## src/rtl/game_pkg.sv

```systemverilog
// rtl/game_pkg.sv - shared game types and timing defaults
// Purpose: scheduler state encoding and the game-second defaults shared
//          with the player controllers.
// Ports:   none (package).
package game_pkg;

  typedef enum logic [1:0] {
    ST_IDLE     = 2'd0,
    ST_FREEZE   = 2'd1,
    ST_RELEASE  = 2'd2,
    ST_COOLDOWN = 2'd3
  } bludge_state_t;

  localparam int DEF_CLK_PER_SEC      = 50_000_000;
  localparam int DEF_BLUDGE_SECONDS   = 10;
  localparam int DEF_COOLDOWN_SECONDS = 3;

endpackage

```

## src/rtl/bludge_scheduler_if.sv

```systemverilog
// rtl/bludge_scheduler_if.sv - bludger request/freeze signal bundle
// Purpose: groups collision requests, pause and the freeze outputs.
// Ports:   master = collision/game side (drives hit_req, pause);
//          slave  = scheduler (drives bludged, bludge_time, clean_bludge,
//          grant_idx, busy).
interface bludge_scheduler_if #(
  parameter int NUM_PLAYERS = 4
);
  localparam int GW = $clog2(NUM_PLAYERS);

  logic [NUM_PLAYERS-1:0] hit_req;
  logic                   pause;
  logic [NUM_PLAYERS-1:0] bludged;
  logic [3:0]             bludge_time;
  logic                   clean_bludge;
  logic [GW-1:0]          grant_idx;
  logic                   busy;

  modport master (
    output hit_req, pause,
    input  bludged, bludge_time, clean_bludge, grant_idx, busy
  );

  modport slave (
    input  hit_req, pause,
    output bludged, bludge_time, clean_bludge, grant_idx, busy
  );
endinterface

```

## src/rtl/rr_arbiter.sv

```systemverilog
// rtl/rr_arbiter.sv - combinational round-robin priority encoder
// Purpose: picks the first set request scanning upward from last+1,
//          wrapping modulo N.
// Ports:   i_req[N] requests, i_last previous winner,
//          o_gnt_valid any request set, o_gnt_idx winning index.
module rr_arbiter #(
  parameter int N = 4
) (
  input  logic [N-1:0]         i_req,
  input  logic [$clog2(N)-1:0] i_last,
  output logic                 o_gnt_valid,
  output logic [$clog2(N)-1:0] o_gnt_idx
);
  localparam int IW = $clog2(N);

  // Offset k=N wraps back to i_last itself, so the previous winner has
  // the lowest priority but is still granted when it is the only request.
  always_comb begin
    o_gnt_valid = 1'b0;
    o_gnt_idx   = '0;
    for (int k = 1; k <= N; k++) begin
      if (!o_gnt_valid && i_req[(int'(i_last) + k) % N]) begin
        o_gnt_valid = 1'b1;
        o_gnt_idx   = IW'((int'(i_last) + k) % N);
      end
    end
  end
endmodule

```

## src/rtl/bludge_scheduler.sv

```systemverilog
// rtl/bludge_scheduler.sv - bludger freeze arbitration and timing
// Purpose: grants the bludger round-robin, freezes the victim for
//          BLUDGE_SECONDS, pulses clean_bludge on release, then enforces
//          a cooldown before the next strike.
// Ports:   clk, rst (sync, active-high); bus (slave modport) carries
//          hit_req/pause in and bludged/bludge_time/clean_bludge/
//          grant_idx/busy out, all outputs registered.
module bludge_scheduler
  import game_pkg::*;
#(
  parameter int NUM_PLAYERS      = 4,
  parameter int CLK_PER_SEC      = DEF_CLK_PER_SEC,
  parameter int BLUDGE_SECONDS   = DEF_BLUDGE_SECONDS,
  parameter int COOLDOWN_SECONDS = DEF_COOLDOWN_SECONDS
) (
  input  logic              clk,
  input  logic              rst,
  bludge_scheduler_if.slave bus
);
  localparam int GW    = $clog2(NUM_PLAYERS);
  localparam int SEC_W = (CLK_PER_SEC > 1) ? $clog2(CLK_PER_SEC) : 1;

  localparam logic [SEC_W-1:0] SEC_LAST = SEC_W'(CLK_PER_SEC - 1);
  localparam logic [3:0]       BLUDGE_T = 4'(BLUDGE_SECONDS);
  localparam logic [3:0]       CD_LAST  = 4'(COOLDOWN_SECONDS - 1);
  localparam logic [GW-1:0]    LAST_RST = GW'(NUM_PLAYERS - 1);

  bludge_state_t          r_state;
  logic [NUM_PLAYERS-1:0] r_bludged;
  logic [3:0]             r_bludge_time;
  logic                   r_clean;
  logic [GW-1:0]          r_grant_idx;
  logic [GW-1:0]          r_last_grant;
  logic                   r_busy;
  logic [SEC_W-1:0]       r_sec_cnt;
  logic [3:0]             r_cd_secs;

  logic                   w_gnt_valid;
  logic [GW-1:0]          w_gnt_idx;
  logic                   w_sec_end;

  rr_arbiter #(.N(NUM_PLAYERS)) u_arb (
    .i_req       (bus.hit_req),
    .i_last      (r_last_grant),
    .o_gnt_valid (w_gnt_valid),
    .o_gnt_idx   (w_gnt_idx)
  );

  assign w_sec_end = (r_sec_cnt == SEC_LAST);

  always_ff @(posedge clk) begin
    if (rst) begin
      r_state       <= ST_IDLE;
      r_bludged     <= '0;
      r_bludge_time <= '0;
      r_clean       <= 1'b0;
      r_grant_idx   <= '0;
      r_last_grant  <= LAST_RST;
      r_busy        <= 1'b0;
      r_sec_cnt     <= '0;
      r_cd_secs     <= '0;
    end else begin
      case (r_state)
        ST_IDLE: begin
          if (w_gnt_valid) begin
            r_bludged     <= NUM_PLAYERS'(1) << w_gnt_idx;
            r_grant_idx   <= w_gnt_idx;
            r_last_grant  <= w_gnt_idx;
            r_bludge_time <= BLUDGE_T;
            r_sec_cnt     <= '0;
            r_busy        <= 1'b1;
            r_state       <= ST_FREEZE;
          end
        end
        ST_FREEZE: begin
          // Pause has priority over the terminal count.
          if (!bus.pause) begin
            if (w_sec_end) begin
              r_sec_cnt     <= '0;
              r_bludge_time <= r_bludge_time - 4'd1;
              if (r_bludge_time == 4'd1) begin
                r_bludged <= '0;
                r_clean   <= 1'b1;
                r_state   <= ST_RELEASE;
              end
            end else begin
              r_sec_cnt <= r_sec_cnt + SEC_W'(1);
            end
          end
        end
        ST_RELEASE: begin
          r_clean   <= 1'b0;
          r_sec_cnt <= '0;
          r_cd_secs <= '0;
          r_state   <= ST_COOLDOWN;
        end
        ST_COOLDOWN: begin
          // Whole seconds counted in r_cd_secs; avoids a cycle multiplier.
          if (!bus.pause) begin
            if (w_sec_end) begin
              r_sec_cnt <= '0;
              if (r_cd_secs == CD_LAST) begin
                r_cd_secs <= '0;
                r_busy    <= 1'b0;
                r_state   <= ST_IDLE;
              end else begin
                r_cd_secs <= r_cd_secs + 4'd1;
              end
            end else begin
              r_sec_cnt <= r_sec_cnt + SEC_W'(1);
            end
          end
        end
        default: begin
          r_state <= ST_IDLE;
        end
      endcase
    end
  end

  assign bus.bludged      = r_bludged;
  assign bus.bludge_time  = r_bludge_time;
  assign bus.clean_bludge = r_clean;
  assign bus.grant_idx    = r_grant_idx;
  assign bus.busy         = r_busy;
endmodule

```

## src/flat_wrapper.sv

```systemverilog
// flat-port wrapper written by rule: the top's interface ports become plain ports
module bludge_scheduler_flat import game_pkg::*;
#(
  parameter int NUM_PLAYERS      = 4,
  parameter int CLK_PER_SEC      = DEF_CLK_PER_SEC,
  parameter int BLUDGE_SECONDS   = DEF_BLUDGE_SECONDS,
  parameter int COOLDOWN_SECONDS = DEF_COOLDOWN_SECONDS
)
  (clk, rst, bus_hit_req, bus_pause, bus_bludged, bus_bludge_time, bus_clean_bludge, bus_grant_idx, bus_busy);
  bludge_scheduler_if #(.NUM_PLAYERS(NUM_PLAYERS)) bus_i ();
  input  logic clk;
  input  logic rst;
  input wire logic [$bits(bus_i.hit_req)-1:0] bus_hit_req;
  input wire logic [$bits(bus_i.pause)-1:0] bus_pause;
  output wire logic [$bits(bus_i.bludged)-1:0] bus_bludged;
  output wire logic [$bits(bus_i.bludge_time)-1:0] bus_bludge_time;
  output wire logic [$bits(bus_i.clean_bludge)-1:0] bus_clean_bludge;
  output wire logic [$bits(bus_i.grant_idx)-1:0] bus_grant_idx;
  output wire logic [$bits(bus_i.busy)-1:0] bus_busy;
  assign bus_i.hit_req = bus_hit_req;
  assign bus_i.pause = bus_pause;
  assign bus_bludged = bus_i.bludged;
  assign bus_bludge_time = bus_i.bludge_time;
  assign bus_clean_bludge = bus_i.clean_bludge;
  assign bus_grant_idx = bus_i.grant_idx;
  assign bus_busy = bus_i.busy;
  bludge_scheduler #(.NUM_PLAYERS(NUM_PLAYERS), .CLK_PER_SEC(CLK_PER_SEC), .BLUDGE_SECONDS(BLUDGE_SECONDS), .COOLDOWN_SECONDS(COOLDOWN_SECONDS)) u_core (.clk(clk), .rst(rst), .bus(bus_i));
endmodule
```

## config.mk

```make
export PLATFORM = sky130hd
export DESIGN_NAME = bludge_scheduler_flat
export DESIGN_NICKNAME = d
export VERILOG_FILES = /design/src/rtl/game_pkg.sv /design/src/rtl/bludge_scheduler_if.sv /design/src/rtl/rr_arbiter.sv /design/src/rtl/bludge_scheduler.sv /design/src/flat_wrapper.sv
export SDC_FILE = /design/constraint.sdc
export NUM_CORES = 1
export LEC_CHECK = 0
export ABC_AREA = 1
export CAP_MARGIN = 10
export CELL_PAD_IN_SITES_DETAIL_PLACEMENT = 1
export CELL_PAD_IN_SITES_GLOBAL_PLACEMENT = 2
export CORE_UTILIZATION = 32
export CTS_CLUSTER_DIAMETER = 200
export DETAILED_ROUTE_END_ITERATION = 8
export PLACE_DENSITY_LB_ADDON = 0.1
export SYNTH_ARGS = -nofsm -noshare
export SYNTH_HDL_FRONTEND = slang
export SYNTH_SLANG_ARGS = --single-unit
```

## constraint.sdc

```tcl
create_clock -name clk -period 2.27 [get_ports clk]
set_input_delay 0.454 -clock clk [delete_from_list [all_inputs] [get_ports clk]]
set_output_delay 0.454 -clock clk [all_outputs]
set_load 0.01 [all_outputs]
```

======== Word-level counts from Yosys, hierarchy flattened ========
Index checks and enable logic that the tools add are counted.
cells by class
  $lt $le $gt $ge ......................... 4
  mux-type cells .......................... 54
  equal/unequal tests ..................... 14
  bitwise operators ....................... 4
  shift operators ......................... 1
  reductions and logical operators ........ 24
  $add $sub $neg .......................... 7
operator list
  operator               count
  $mux 26                3
  $pmux 26 s3            1
  $mux 4                 10
  $add 26x1->26 const B  1
  $eq 26x26->1 const B   1
  $pmux 4 s2             3
  $mux 2                 11
  $mux 1                 19
  $lt 3x4->1 const B     4
  $reduce_and 5->1       2
  $reduce_or 2->1        5
  $bmux 1 s2             4
  $ne 2x1->1 const B     4
  $ne 2x2->1 const B     4
  $pmux 2 s4             1
  $reduce_and 4->1       2
  $reduce_bool 2->1      4
  $reduce_and 7->1       1
  $add 2x1->2 const B    2
  $add 2x2->2 const B    2
  $add 4x1->4 const B    1
  $and 1x1->1 const A    4
  $eq 2x2->1 const B     2
  $eq 4x1->1 const B     1
  10 further kinds       16
word-level totals
  bits of input ports ..................... 7
  output and inout port bits .............. 12
  register bits ........................... 46

======== Longest topological paths before layout ========
Gate-level depths: netlist of the first run.
  depth after elaboration ................. 19
  mapped depth ............................ 16

======== Cells and area by module ========
From an unflattened synthesis of the first run, not the netlist that was laid out.
second synthesis, totals
  cells, all modules ...................... 435
  area total of the unflattened synthesis .. 3,074.2 µm²
by module, submodules not included
  module            area each (µm²)  instances  cells an instance
  bludge_scheduler  2,783.9          1          386
  rr_arbiter        290.3            1          49

======== Worst setup path before layout of the first run ========
Ideal clock, no wire load.
  path kind ............................... register -> register
  start point ............................. register u_core.r_state[1]
  end point ............................... register u_core.r_sec_cnt[7]
  stages on the path, launching flop included .. 12
  setup time .............................. 0.118 ns
  slack ................................... 0.409 ns
  buffers on the path ..................... 3
  data arrival time ....................... 1.743 ns
  clock period less this slack ............ 1.861 ns
  cell sequence ........................... dfxtp_1 -> inv_1 -> ha_1 -> clkbuf_1 -> nor2_2 -> inv_1 -> nand2_2 -> nand2_4 -> buf_12 -> buf_12 -> nor3_1 -> nor2_1
between the ends
  word-level cells in the longest chain between the ends .. 4
  elaborated cells between the ends (all ways) .. 9
ends and longest elaborated chain
  element                                   line                     text
  from (decl)                               bludge_scheduler.sv:28   bludge_state_t r_state;
  from (signal assigned)                    bludge_scheduler.sv:53   r_state <= ST_IDLE;
  from (signal assigned)                    bludge_scheduler.sv:72   r_state <= ST_FREEZE;
  from (signal assigned)                    bludge_scheduler.sv:84   r_state <= ST_RELEASE;
  $eq 2x1->1 or $eq 2x2->1 (tied branches)  bludge_scheduler.sv:63   case (r_state)
  $reduce_or 2->1 (no line)                 -
  $ne 2x2->1 (no line)                      -
  $reduce_and 2->1 (no line)                -
  to (signal assigned)                      bludge_scheduler.sv:87   r_sec_cnt <= r_sec_cnt + SEC_W'(1);
  to (signal assigned)                      bludge_scheduler.sv:110  r_sec_cnt <= r_sec_cnt + SEC_W'(1);
  to (decl)                                 bludge_scheduler.sv:35   logic [SEC_W-1:0] r_sec_cnt;
Parallel ways exist; a longest one is shown, timed or not.
A chain may end at the register's enable or synchronous reset.

======== Final worst setup path of the first run ========
  start point ............................. register u_core.r_last_grant[0]
  end point ............................... register u_core.r_sec_cnt[2]
between the ends
  word-level cells in the longest chain between the ends .. 16
  elaborated cells between the ends (all ways) .. 28
ends and longest elaborated chain
  element                                     line                    text
  from (decl)                                 bludge_scheduler.sv:33  logic [GW-1:0] r_last_grant;
  from (signal assigned)                      bludge_scheduler.sv:68  r_last_grant <= w_gnt_idx;
  $add 2x1->2                                 rr_arbiter.sv:22        if (!o_gnt_valid && i_req[(int'(i_last) + k) % N]) begin
  $bmux 1 s2                                  rr_arbiter.sv:22
  $mux 1 (not written as such) (2 in series)  rr_arbiter.sv:22
  $mux 1                                      rr_arbiter.sv:22
  $logic_not 1->1                             rr_arbiter.sv:22
  $logic_and 1x1->1                           rr_arbiter.sv:22
  $mux 1                                      rr_arbiter.sv:22
  $logic_not 1->1                             rr_arbiter.sv:22
  $logic_and 1x1->1                           rr_arbiter.sv:22
  $mux 1                                      rr_arbiter.sv:22
  $logic_not 1->1                             rr_arbiter.sv:22
  $logic_and 1x1->1                           rr_arbiter.sv:22
  $mux 1 *                                    rr_arbiter.sv:22
  $ne 2x2->1 (no line) *                      -
  $reduce_and 2->1 (no line) *                -
Mark *: on every way between the ends. The rest lies on a longest branch, timed or not. The select of a mux whose other input is x is not followed.

==> results of run 1 <==
## layer usage
layer	vias to the layer above	GRT usage
met3	5	0.0251
li1	1592	-
met4	0	0.0368
met5	-	0
met1	1428	0.275
met2	20	0.308
## synth_stat cells (2+ instances only)
cell      instances  share of area
nand2_1         125           0.15
nor2_1           68          0.082
inv_1            56          0.068
dfxtp_1          46           0.30
nand3_1          37          0.060
a21oi_1          22          0.036
nand2_2          20          0.040
nand4_1          14          0.028
nor3_1           14          0.023
o21ai_0          11          0.018
xor2_1           11          0.031
ha_1              9          0.036
a21oi_2           7          0.020
clkbuf_1          5         0.0061
inv_2             4         0.0049
nor2_2            4         0.0081
nor3b_1           4         0.0097
buf_6             3          0.011
buf_12            2          0.013
o211ai_1          2         0.0049
o21ai_1           2         0.0032
## layout make-up
cell class	count	area (um^2)	area share
timing repair buffer	38	330	0.0923
sequential	46	921	0.257
tap	129	161	0.0451
multi-input combinational	362	1840	0.514
inverter	61	231	0.0647
clock inverter	2	12.5	0.00350
clock buffer	6	82.6	0.0231
## critical path, stage by stage, from the launching register on
cell and delay, ps:
dfxtp_1 540, inv_4 140, nand2_1 100, nand2_1 90, nand2_2 90, nand2_2 70
nor2_4 140, nand4_4 120, nand2_4 130, inv_2 50, buf_4 170, nand2_1 70
nand2_1 50, o21ai_1 80, nor2_1 50
## power groups by stage
stage,clock network (mW),registers [mW],logic [mW]
floorplan,0,1.10,1.41
global placement,0,1.10,1.93
detailed placement,0,1.11,1.96
CTS,0.574,1.09,1.97
global route,0.604,1.11,2.22
finish,0.549,1.08,1.96
## sequential cells by signal, summed over array words and instances, names as in the netlist
signal	count
u_core.r_cd_secs	4
u_core.r_last_grant	2
u_core.bus.clean_bludge	1
u_core.r_state	2
u_core.bus.bludged	4
u_core.r_sec_cnt	26
u_core.bus.busy	1
u_core.bus.bludge_time	4
u_core.bus.grant_idx	2
## worst max path at each step
stage	startpoint	to	slack (ps)	cells after the start
floorplan	u_core.r_state[1]	u_core.r_sec_cnt[7]	410	11
global placement	bus_hit_req[2]	u_core.r_sec_cnt[18]	20	12
detailed placement	bus_hit_req[2]	u_core.r_state[1]	-9	13
CTS	u_core.r_sec_cnt[0]	u_core.bus.bludge_time[0]	170	10
global route	u_core.r_sec_cnt[0]	u_core.r_state[1]	20	13
finish	u_core.r_last_grant[0]	u_core.r_sec_cnt[2]	270	14
## cells by family after synthesis
group,share of synthesized area
simple gates,0.427
buf+inv,0.111
compound gates,0.0934
flops,0.298
xor+xnor,0.0340
fa+ha+maj,0.0364
## timing repair
action | 4_1_cts | 5_1_grt
endpoints found under the setup margin | 0 | 21
gates resized for setup | 0 | 3
hold endpoints to repair | 0 | 0
==> run_results.csv, run 1 <==
group,metric,value,unit
sta,finalWorstSetupSlack,274,ps
route,drc,0,
power_and_ir_drop,power,3.59,mW
sta,tightest_slew,531,ps
critical_path,end_kind,"flop",
sta,setup_viol,0,
critical_path,cp.required,2470,ps
cts,cts_sinks,46,
synth,avgSynthCellArea,6.43,um^2
grt,grt_pass1_vias,3065,
power_and_ir_drop,sw_frac_of_total,0.467,
cts,cts_made_buffers,5,
synth,synth_cells,481,
sta,slew_headroom,0.643,
route,routed.top_layer,"met4",
sta,clock.fmax,0.501,GHz
sta,slew_violations,0,
synth,ys_ff_latch,46,
route,drt_iter0_drc,62,
cts,cts-root-buf,"clkbuf_8",
critical_path,arrival,2200,ps
cts,cts_tree,"built",
critical_path,rr_startpoint,"u_core.r_last_grant[0]",
cts,clkTransAtPathRegs,100,ps
route,wl_met2,3960,um
cts,htreeDepth,2,
synth,async_reset_ff_frac,0,
sta,hold_viol,0,
synth,yosysSeqAreaShare,0.298,
critical_path,r2r_end,"u_core.r_sec_cnt[2]",
synth,synth_edf_count,0,
route,met1_length,4750,um
critical_path,worst-r2r-cell-count,14,
cts,post-cts-setup-buffers,0,
die,die-area,10100,um^2
placement,dp.cells,636,
die,rows,35,
placement,routabilityCongestion,0.789,
route,via_per_inst,4.73,
die,core-area,9280,um^2
sta,fin_crit,2000,ps
cells_and_area,drive_gt1_frac,0.142,
outcome,status,"finished, final reports clean",
route,via_count,3045,
cells_and_area,layout_common_cells,"nand2_1 (125), nor2_1 (67), inv_1 (56), dfxtp_1 (46), nand3_1 (36)",
critical_path,worstPathMaxFanout,11,
power_and_ir_drop,p_per_area,1000,nW/um^2
die,start_util,0.333,
synth,synth.net_count,497,
flow_run,max_cap_viol_count,0,
sta,holdWs,455,ps
critical_path,crit_path_start_kind,"flop",
grt,antenna_found_initial,0,
route,met3_length,188,um
cells_and_area,nFillCells,1247,
cts,clk_latency,300,ps
power_and_ir_drop,p_switching,1.68,mW
grt,overflow,0,
power_and_ir_drop,ir_drop,510,uV
die,num_io_pins,19,
sta,fin_skew,9.61,ps
grt,grt_pass1_wl,15200,um
placement,dp_slack,-9.44,ps
die,die_height,100,um
die,die_x,100,um
placement,placed_area,3470,um^2
cts,clockBufferDepth,2,
grt,grt_use_total,0.191,
route,drtAntennaViolNets,0,
power_and_ir_drop,p_int,1.92,mW
cts,holdBufCountCts,0,
critical_path,critPathKind,"flop to flop",
route,wl_per_cell,13.9,um
hold_path,hold_depth,2,
power_and_ir_drop,clkPwrFrac,0.153,
cells_and_area,postLayoutCoreUtil,0.386,
cells_and_area,final_common_cell,"nand2_1",
cells_and_area,final_nets,530,
sta,fin_crit_sh,0.879,
cells_and_area,instances_no_fill,644,
placement,portBuffers,18,
synth,post_synth_num_cell_types,36,
synth,yosys_warnings,0,
sta,tns,0,ps
cells_and_area,num_antenna_cells,0,
grt,grt_max_degree,22,
sta,rsz0062_at_grt,"false",
route,drt-total-wl,8970,um
critical_path,rrSetupSlack,270,ps
route,first_pass_iters,4,
synth,ys.flop_type,"dfxtp_1",
power_and_ir_drop,seq_power_share,0.301,
power_and_ir_drop,p_comb_frac,0.546,
cells_and_area,syn2layout_area_growth,15.7,%
cells_and_area,final_area,3580,um^2
hold_path,hold_start,"u_core.bus.clean_bludge",
hold_path,min_path_type,"flop to flop",
power_and_ir_drop,leakage,1.46,nW
placement,hpwl,7200,um
hold_path,worstHoldEndpoint,"u_core.bus.clean_bludge",
synth,synthesis.area,3090,um^2
Note: power is estimated with default switching activity, not from simulation.
==> run 2, diff against run 1 <==
--- a/config.mk
+++ b/config.mk
@@ -9,10 +9,11 @@
 export CAP_MARGIN = 10
 export CELL_PAD_IN_SITES_DETAIL_PLACEMENT = 1
 export CELL_PAD_IN_SITES_GLOBAL_PLACEMENT = 2
+export CORE_MARGIN = 2
 export CORE_UTILIZATION = 32
 export CTS_CLUSTER_DIAMETER = 200
 export DETAILED_ROUTE_END_ITERATION = 8
-export PLACE_DENSITY_LB_ADDON = 0.1
+export PLACE_DENSITY = 0.81
 export SYNTH_ARGS = -nofsm -noshare
 export SYNTH_HDL_FRONTEND = slang
 export SYNTH_SLANG_ARGS = --single-unit
==> constraint.sdc (replaced) <==
create_clock -name clk -period 1.9 [get_ports clk]
set_input_delay 0.38 -clock clk [delete_from_list [all_inputs] [get_ports clk]]
set_output_delay 0.38 -clock clk [all_outputs]
set_load 0.01 [all_outputs]
==> run 2 against run 1 <==
Non-clock buffer count up 34; final area is 11% higher; count of clock-buffer cells in the layout grew 1; critical endpoint is now u_core.r_sec_cnt[18]; largest cell class unchanged.
==> run_results.csv, run 2 (same netlist as run 1, synthesis figures left out) <==
group,metric,value,unit
placement,routabilityCongestion,0.818,
sta,slew_headroom,0.722,
die,die_height,102,um
critical_path,cp.required,2110,ps
grt,grt_pass1_vias,3274,
power_and_ir_drop,p_per_area,1180,nW/um^2
sta,finalWorstSetupSlack,79.1,ps
critical_path,arrival,2030,ps
sta,fin_crit,1820,ps
flow_run,max_cap_viol_count,0,
placement,portBuffers,18,
placement,hpwl,7530,um
grt,grt_use_total,0.189,
cts,clkTransAtPathRegs,90,ps
power_and_ir_drop,clkPwrFrac,0.140,
critical_path,end_kind,"flop",
power_and_ir_drop,seq_power_share,0.279,
sta,slew_violations,0,
sta,fin_crit_sh,0.958,
die,rows,35,
sta,tns,0,ps
route,drtAntennaViolNets,0,
critical_path,worstPathMaxFanout,12,
critical_path,max_stage_delay,520,ps
grt,overflow,0,
sta,tightest_slew,414,ps
route,first_pass_iters,6,
cells_and_area,instances_no_fill,678,
power_and_ir_drop,ir_drop,553,uV
cells_and_area,num_antenna_cells,0,
cts,cts_made_buffers,5,
route,via_per_inst,4.78,
cells_and_area,top_register,"u_core.r_sec_cnt",
cts,htreeDepth,2,
route,drt-total-wl,9460,um
die,core-area,9330,um^2
power_and_ir_drop,power,4.69,mW
critical_path,rr_startpoint,"u_core.r_last_grant[0]",
sta,hold_viol,0,
cells_and_area,final_nets,564,
power_and_ir_drop,p_switching,2.12,mW
outcome,status,"finished, final reports clean",
cts,holdBufCountCts,0,
hold_path,hold_start,"u_core.bus.clean_bludge",
cells_and_area,drive_gt1_frac,0.235,
cts,clk_latency,300,ps
cts,cts_sinks,46,
grt,antenna_found_initial,0,
die,start_util,0.332,
sta,setup_viol,0,
critical_path,critPathKind,"input pin to flop",
power_and_ir_drop,p_comb_frac,0.581,
grt,grt_pass1_wl,15600,um
sta,clock.fmax,0.549,GHz
cts,cts-root-buf,"clkbuf_8",
cells_and_area,layout_common_cells,"nand2_1 (119), nor2_1 (62), inv_1 (55), buf_4 (49), dfxtp_1 (42)",
critical_path,path_cells,"clkdlybuf4s50_1, nand2_2, nand2_2, nand2_1, nand2_1, inv_2, nand4_4, nand2_4, buf_8, nor2_2, xor2_1, nor2_1",
placement,dp.cells,668,
cells_and_area,largest_reg_flops,26,
die,num_io_pins,19,
critical_path,crit_path_start_kind,"input pin",
power_and_ir_drop,p_int,2.57,mW
route,via_count,3238,
die,die_x,102,um
cts,cts_tree,"built",
critical_path,cp_slowest_cell,"clkdlybuf4s50_1",
sta,fin_skew,6.29,ps
hold_path,min_path_type,"flop to flop",
cells_and_area,final_common_cell,"nand2_1",
cells_and_area,syn2layout_area_growth,28.5,%
power_and_ir_drop,sw_frac_of_total,0.453,
sta,rsz0062_at_grt,"true",
critical_path,critPathLaunch,"bus_hit_req[3]",
route,drt_iter0_drc,76,
power_and_ir_drop,leakage,1.69,nW
cells_and_area,postLayoutCoreUtil,0.426,
cts,clockBufferDepth,2,
placement,dp_slack,-299,ps
die,die-area,10500,um^2
grt,grt_max_degree,22,
route,wl_per_cell,14.0,um
route,drc,0,
## run 2: cell types whose count changed in the layout (fill, tap and decap cells not counted), sizes merged
cell,change
clkinvlp,-1
dlymetal6s2s,+3
buf,+34
clkdlybuf4s50,-3
clkbuf,+1
## run 2: final cells by class
class	count	area, um^2
Inverter	61	231
Clock inverter	1	5.00
Clock buffer	7	86.3
Sequential cell	46	933
Fill cell	1221	5350
Multi-Input combinational cell	362	1930
Timing Repair Buffer	72	624
Tap cell	129	161
## run 2: routing by layer
| layer | GRT usage | vias up | part of all wire |
|---|---|---|---|
| li1 | - | 1662 | - |
| met1 | 0.255 | 1550 | 0.49 |
| met2 | 0.325 | 20 | 0.49 |
| met3 | 0.0253 | 6 | 0.014 |
| met4 | 0.0379 | 0 | 0.0081 |
| met5 | 0 | - | 0 |
## run 2: per-stage QoR
| stage | hold slack (ps) | instance area, um^2 |
|---|---|---|
| after floorplan | 459 | 3090 |
| after global placement | 440 | 3730 |
| after detailed placement | 451 | 3730 |
| after CTS | 465 | 3840 |
| after global routing | 497 | 3980 |
| final | 454 | 3980 |
## run 2: path summary, 6_finish.rpt
path	end	slack, ps	cells after the start
worst min-delay path	u_core.bus.clean_bludge	450	2
worst max-delay path	u_core.r_sec_cnt[18]	80	12
worst min register to register	u_core.bus.clean_bludge	450	2
worst max register to register	u_core.r_sec_cnt[18]	120	12
## run 2: power groups by stage
| stage | logic (mW) | registers, mW | clock network (mW) |
|---|---|---|---|
| floorplan | 1.69 | 1.31 | 0 |
| detailed placement | 2.59 | 1.31 | 0 |
| finish | 2.73 | 1.31 | 0.656 |
| CTS | 2.63 | 1.29 | 0.677 |
| global route | 3.03 | 1.34 | 0.712 |
| global placement | 2.52 | 1.30 | 0 |
## run 2: critical path: cells and delay by family
family                 cells  cell delay [ps]
buffers and inverters      3              760
AND/OR/NAND/NOR            8              710
XOR/XNOR                   1              180
## run 2: timing repair
| action | 4_1_cts | 5_1_grt |
|---|---|---|
| endpoints found under the setup margin | 13 | 30 |
| gates cloned | 0 | 0 |
| setup buffers | 0 | 2 |
| gates resized for setup | 6 | 37 |
| pin swaps | 0 | 14 |
==> run 3, diff against run 2 <==
--- a/config.mk
+++ b/config.mk
@@ -5,7 +5,6 @@
 export SDC_FILE = /design/constraint.sdc
 export NUM_CORES = 1
 export LEC_CHECK = 0
-export ABC_AREA = 1
 export CAP_MARGIN = 10
 export CELL_PAD_IN_SITES_DETAIL_PLACEMENT = 1
 export CELL_PAD_IN_SITES_GLOBAL_PLACEMENT = 2
@@ -13,7 +12,8 @@
 export CORE_UTILIZATION = 32
 export CTS_CLUSTER_DIAMETER = 200
 export DETAILED_ROUTE_END_ITERATION = 8
-export PLACE_DENSITY = 0.81
+export PLACE_DENSITY = 0.75
 export SYNTH_ARGS = -nofsm -noshare
 export SYNTH_HDL_FRONTEND = slang
 export SYNTH_SLANG_ARGS = --single-unit
+export TNS_END_PERCENT = 1
==> run 3 against run 2 <==
The run now ends with negative setup slack left; core utilization up 2.4 points; flip-flop and latch count is the same; critical path type is now flop to flop; count of clock-buffer cells in the layout increased by 1; first-iteration DRC count up 21%.
==> run_results.csv, run 3 <==
group,metric,value,unit
outcome,status,"finished with violations",
outcome,violations,"negative setup slack",
sta,rsz0062_at_grt,"true",
sta,hold_viol,0,
synth,synth_compound_area_frac,0.144,
synth,synth_xor_area_frac,0.0847,
die,die-area,8470,um^2
sta,fin_crit,2010,ps
synth,synth.most_common_cell,"dfxtp_1",
cells_and_area,syn2layout_area_growth,38.0,%
cts,cts_tree,"built",
synth,synth-adder-area-share,0.0454,
route,drc,0,
sta,slew_headroom,0.688,
critical_path,critPathKind,"flop to flop",
cts,clk_latency,300,ps
cells_and_area,layout_common_cells,"buf_4 (55), dfxtp_1 (41), nor2_1 (38), xor2_1 (23)",
cts,cts_sinks,46,
placement,hpwl,5330,um
route,drtAntennaViolNets,0,
cts,clockBufferDepth,2,
critical_path,worst-r2r-cell-count,7,
cts,cts_made_buffers,5,
sta,tightest_slew,466,ps
critical_path,end_kind,"flop",
critical_path,r2r_end,"u_core.r_state[0]",
sta,holdWs,460,ps
cells_and_area,num_antenna_cells,0,
synth,netlist.area_leader.share,0.371,
route,wl_per_cell,15.4,um
critical_path,crit_path_start_kind,"flop",
synth,yosys-top-cells-area,"dfxtp_1 (37%), xor2_1 (8.1%), nor2_1 (5.7%)",
cts,holdBufCountCts,0,
synth,avgSynthCellArea,8.50,um^2
route,drt_iter0_drc,92,
cells_and_area,top_register,"u_core.r_sec_cnt",
grt,antenna_found_initial,0,
hold_path,hold_start,"u_core.bus.grant_idx[1]",
synth,synth.net_count,308,
cells_and_area,final_common_cell,"buf_4",
synth,synth_top_area_cell,"dfxtp_1",
placement,routabilityCongestion,0.771,
sta,fin_skew,5.99,ps
placement,dp_slack,-369,ps
die,die_x,92.1,um
sta,clock.fmax,0.497,GHz
cts,cts-root-buf,"clkbuf_8",
cells_and_area,largest_reg_flops,26,
synth,synthesis.area,2480,um^2
hold_path,worstHoldEndpoint,"u_core.bus.grant_idx[1]",
synth,yosys-top-cells-count,"dfxtp_1 (46), nor2_1 (38), xor2_1 (23)",
grt,use_met3,0.0312,
cts,htreeDepth,2,
cts,clkTransAtPathRegs,80,ps
grt,met2_usage,0.299,
synth,post_synth_num_cell_types,55,
synth,synth_cells,292,
power_and_ir_drop,leakage,1.35,nW
cells_and_area,drive_gt1_frac,0.260,
cells_and_area,final_nets,384,
die,num_io_pins,19,
route,first_pass_iters,4,
synth,yosys_warnings,0,
grt,grt_util_met1,0.233,
power_and_ir_drop,p_per_area,968,nW/um^2
die,rows,32,
power_and_ir_drop,ir_drop,360,uV
route,drt-total-wl,7250,um
flow_run,max_cap_viol_count,0,
grt,grt_max_degree,26,
route,via_count,2391,
sta,finalWorstSetupSlack,-111,ps
sta,fin_crit_sh,1.06,
synth,synth_top_family_by_area,"simple AND/OR/NAND/NOR gates",
die,core-area,7610,um^2
critical_path,arrival,2200,ps
critical_path,rrSetupSlack,-110,ps
die,die_height,92.1,um
critical_path,worstPathMaxFanout,4,
route,via_per_inst,5.08,
synth,synthSimpleGateAreaFrac,0.299,
critical_path,cp.required,2090,ps
synth,ys_ff_latch,46,
hold_path,hold_depth,2,
synth,synth_edf_count,0,
grt,grt_pass1_vias,2459,
critical_path,rr_startpoint,"u_core.r_state[1]",
synth,ys.flop_type,"dfxtp_1",
grt,grt_use_total,0.177,
synth,synth_mux_area_frac,0.0166,
sta,setup_viol,5,
die,start_util,0.326,
synth,yosysSeqAreaShare,0.371,
synth,async_reset_ff_frac,0,
sta,slew_violations,0,
hold_path,min_path_type,"flop to flop",
grt,grt_pass1_wl,12000,um
grt,busiest_layer,"met2",
placement,portBuffers,18,
grt,overflow,0,
run 3: cell count changes in the layout (fill, tap and decap cells not counted), moves of 14 or more:
| cell | delta |
|---|---|
| nor2_1 | -24 |
| nand2_2 | -25 |
| a21oi_1 | -14 |
| nand3_1 | -15 |
| nand2_1 | -100 |
| inv_1 | -40 |
run 3: how the worst max path moves through the flow:
stage | end | start | cells after the start | slack [ps]
3_3_place_gp | u_core.r_state[0] | bus_pause | 6 | -310
5_1_grt | u_core.r_state[0] | u_core.r_state[1] | 7 | -190
3_5_place_dp | u_core.r_state[0] | bus_pause | 6 | -370
4_1_cts | u_core.r_state[0] | u_core.r_state[1] | 7 | -110
6_report | u_core.r_state[0] | u_core.r_state[1] | 7 | -110
2_1_floorplan | u_core.r_state[0] | u_core.r_state[1] | 7 | -120
run 3: layer usage:
metal	share of wire	vias to the layer above
li1	-	1195
met1	0.47	1157
met2	0.49	33
met3	0.030	6
met4	0.0099	0
met5	0	-
run 3: per-stage QoR:
step	utilization	setup TNS, ps	std cells	area (um^2)	power [mW]
floorplan	-	-469	292	2510	2.03
global placement	0.424	-7000	461	3230	2.58
detailed placement	0.424	-8330	461	3230	2.63
CTS	0.443	-280	471	3370	3.30
global route	0.450	-1610	471	3420	3.54
finish	0.450	-249	471	3420	3.31
run 3: cell families after synthesis:
group,Yosys count
fa+ha+maj,9
flops,46
mux,4
simple gates,133
buf+inv,25
compound gates,51
xor+xnor,24
run 3: critical path, cell delays in order, from the launching register on:
cell and delay [ps]:
dfxtp_4 400, inv_4 50, ha_4 140, o21a_1 200, a21o_1 180, or3b_4 380, or3_1 320, o221a_2 240
run 3: cell type report:
class,count,area [um^2]
tap,102,128
fill,933,4180
sequential,46,930
timing repair buffer,78,661
multi-input combinational,221,1560
inverter,16,62.6
clock buffer,8,80.1
run 3: power breakdown:
group / internal [mW] / switching [mW] / total, mW
Clock: 0.262 / 0.329 / 0.592
Combinational: 0.722 / 0.762 / 1.48
Sequential: 1.11 / 0.130 / 1.24
run 3: timing repair:
action / CTS / global route
gates resized for setup: 13 / 13
buffers inserted: 2 / 0
pin swaps: 5 / 15
setup endpoints to repair: 17 / 37
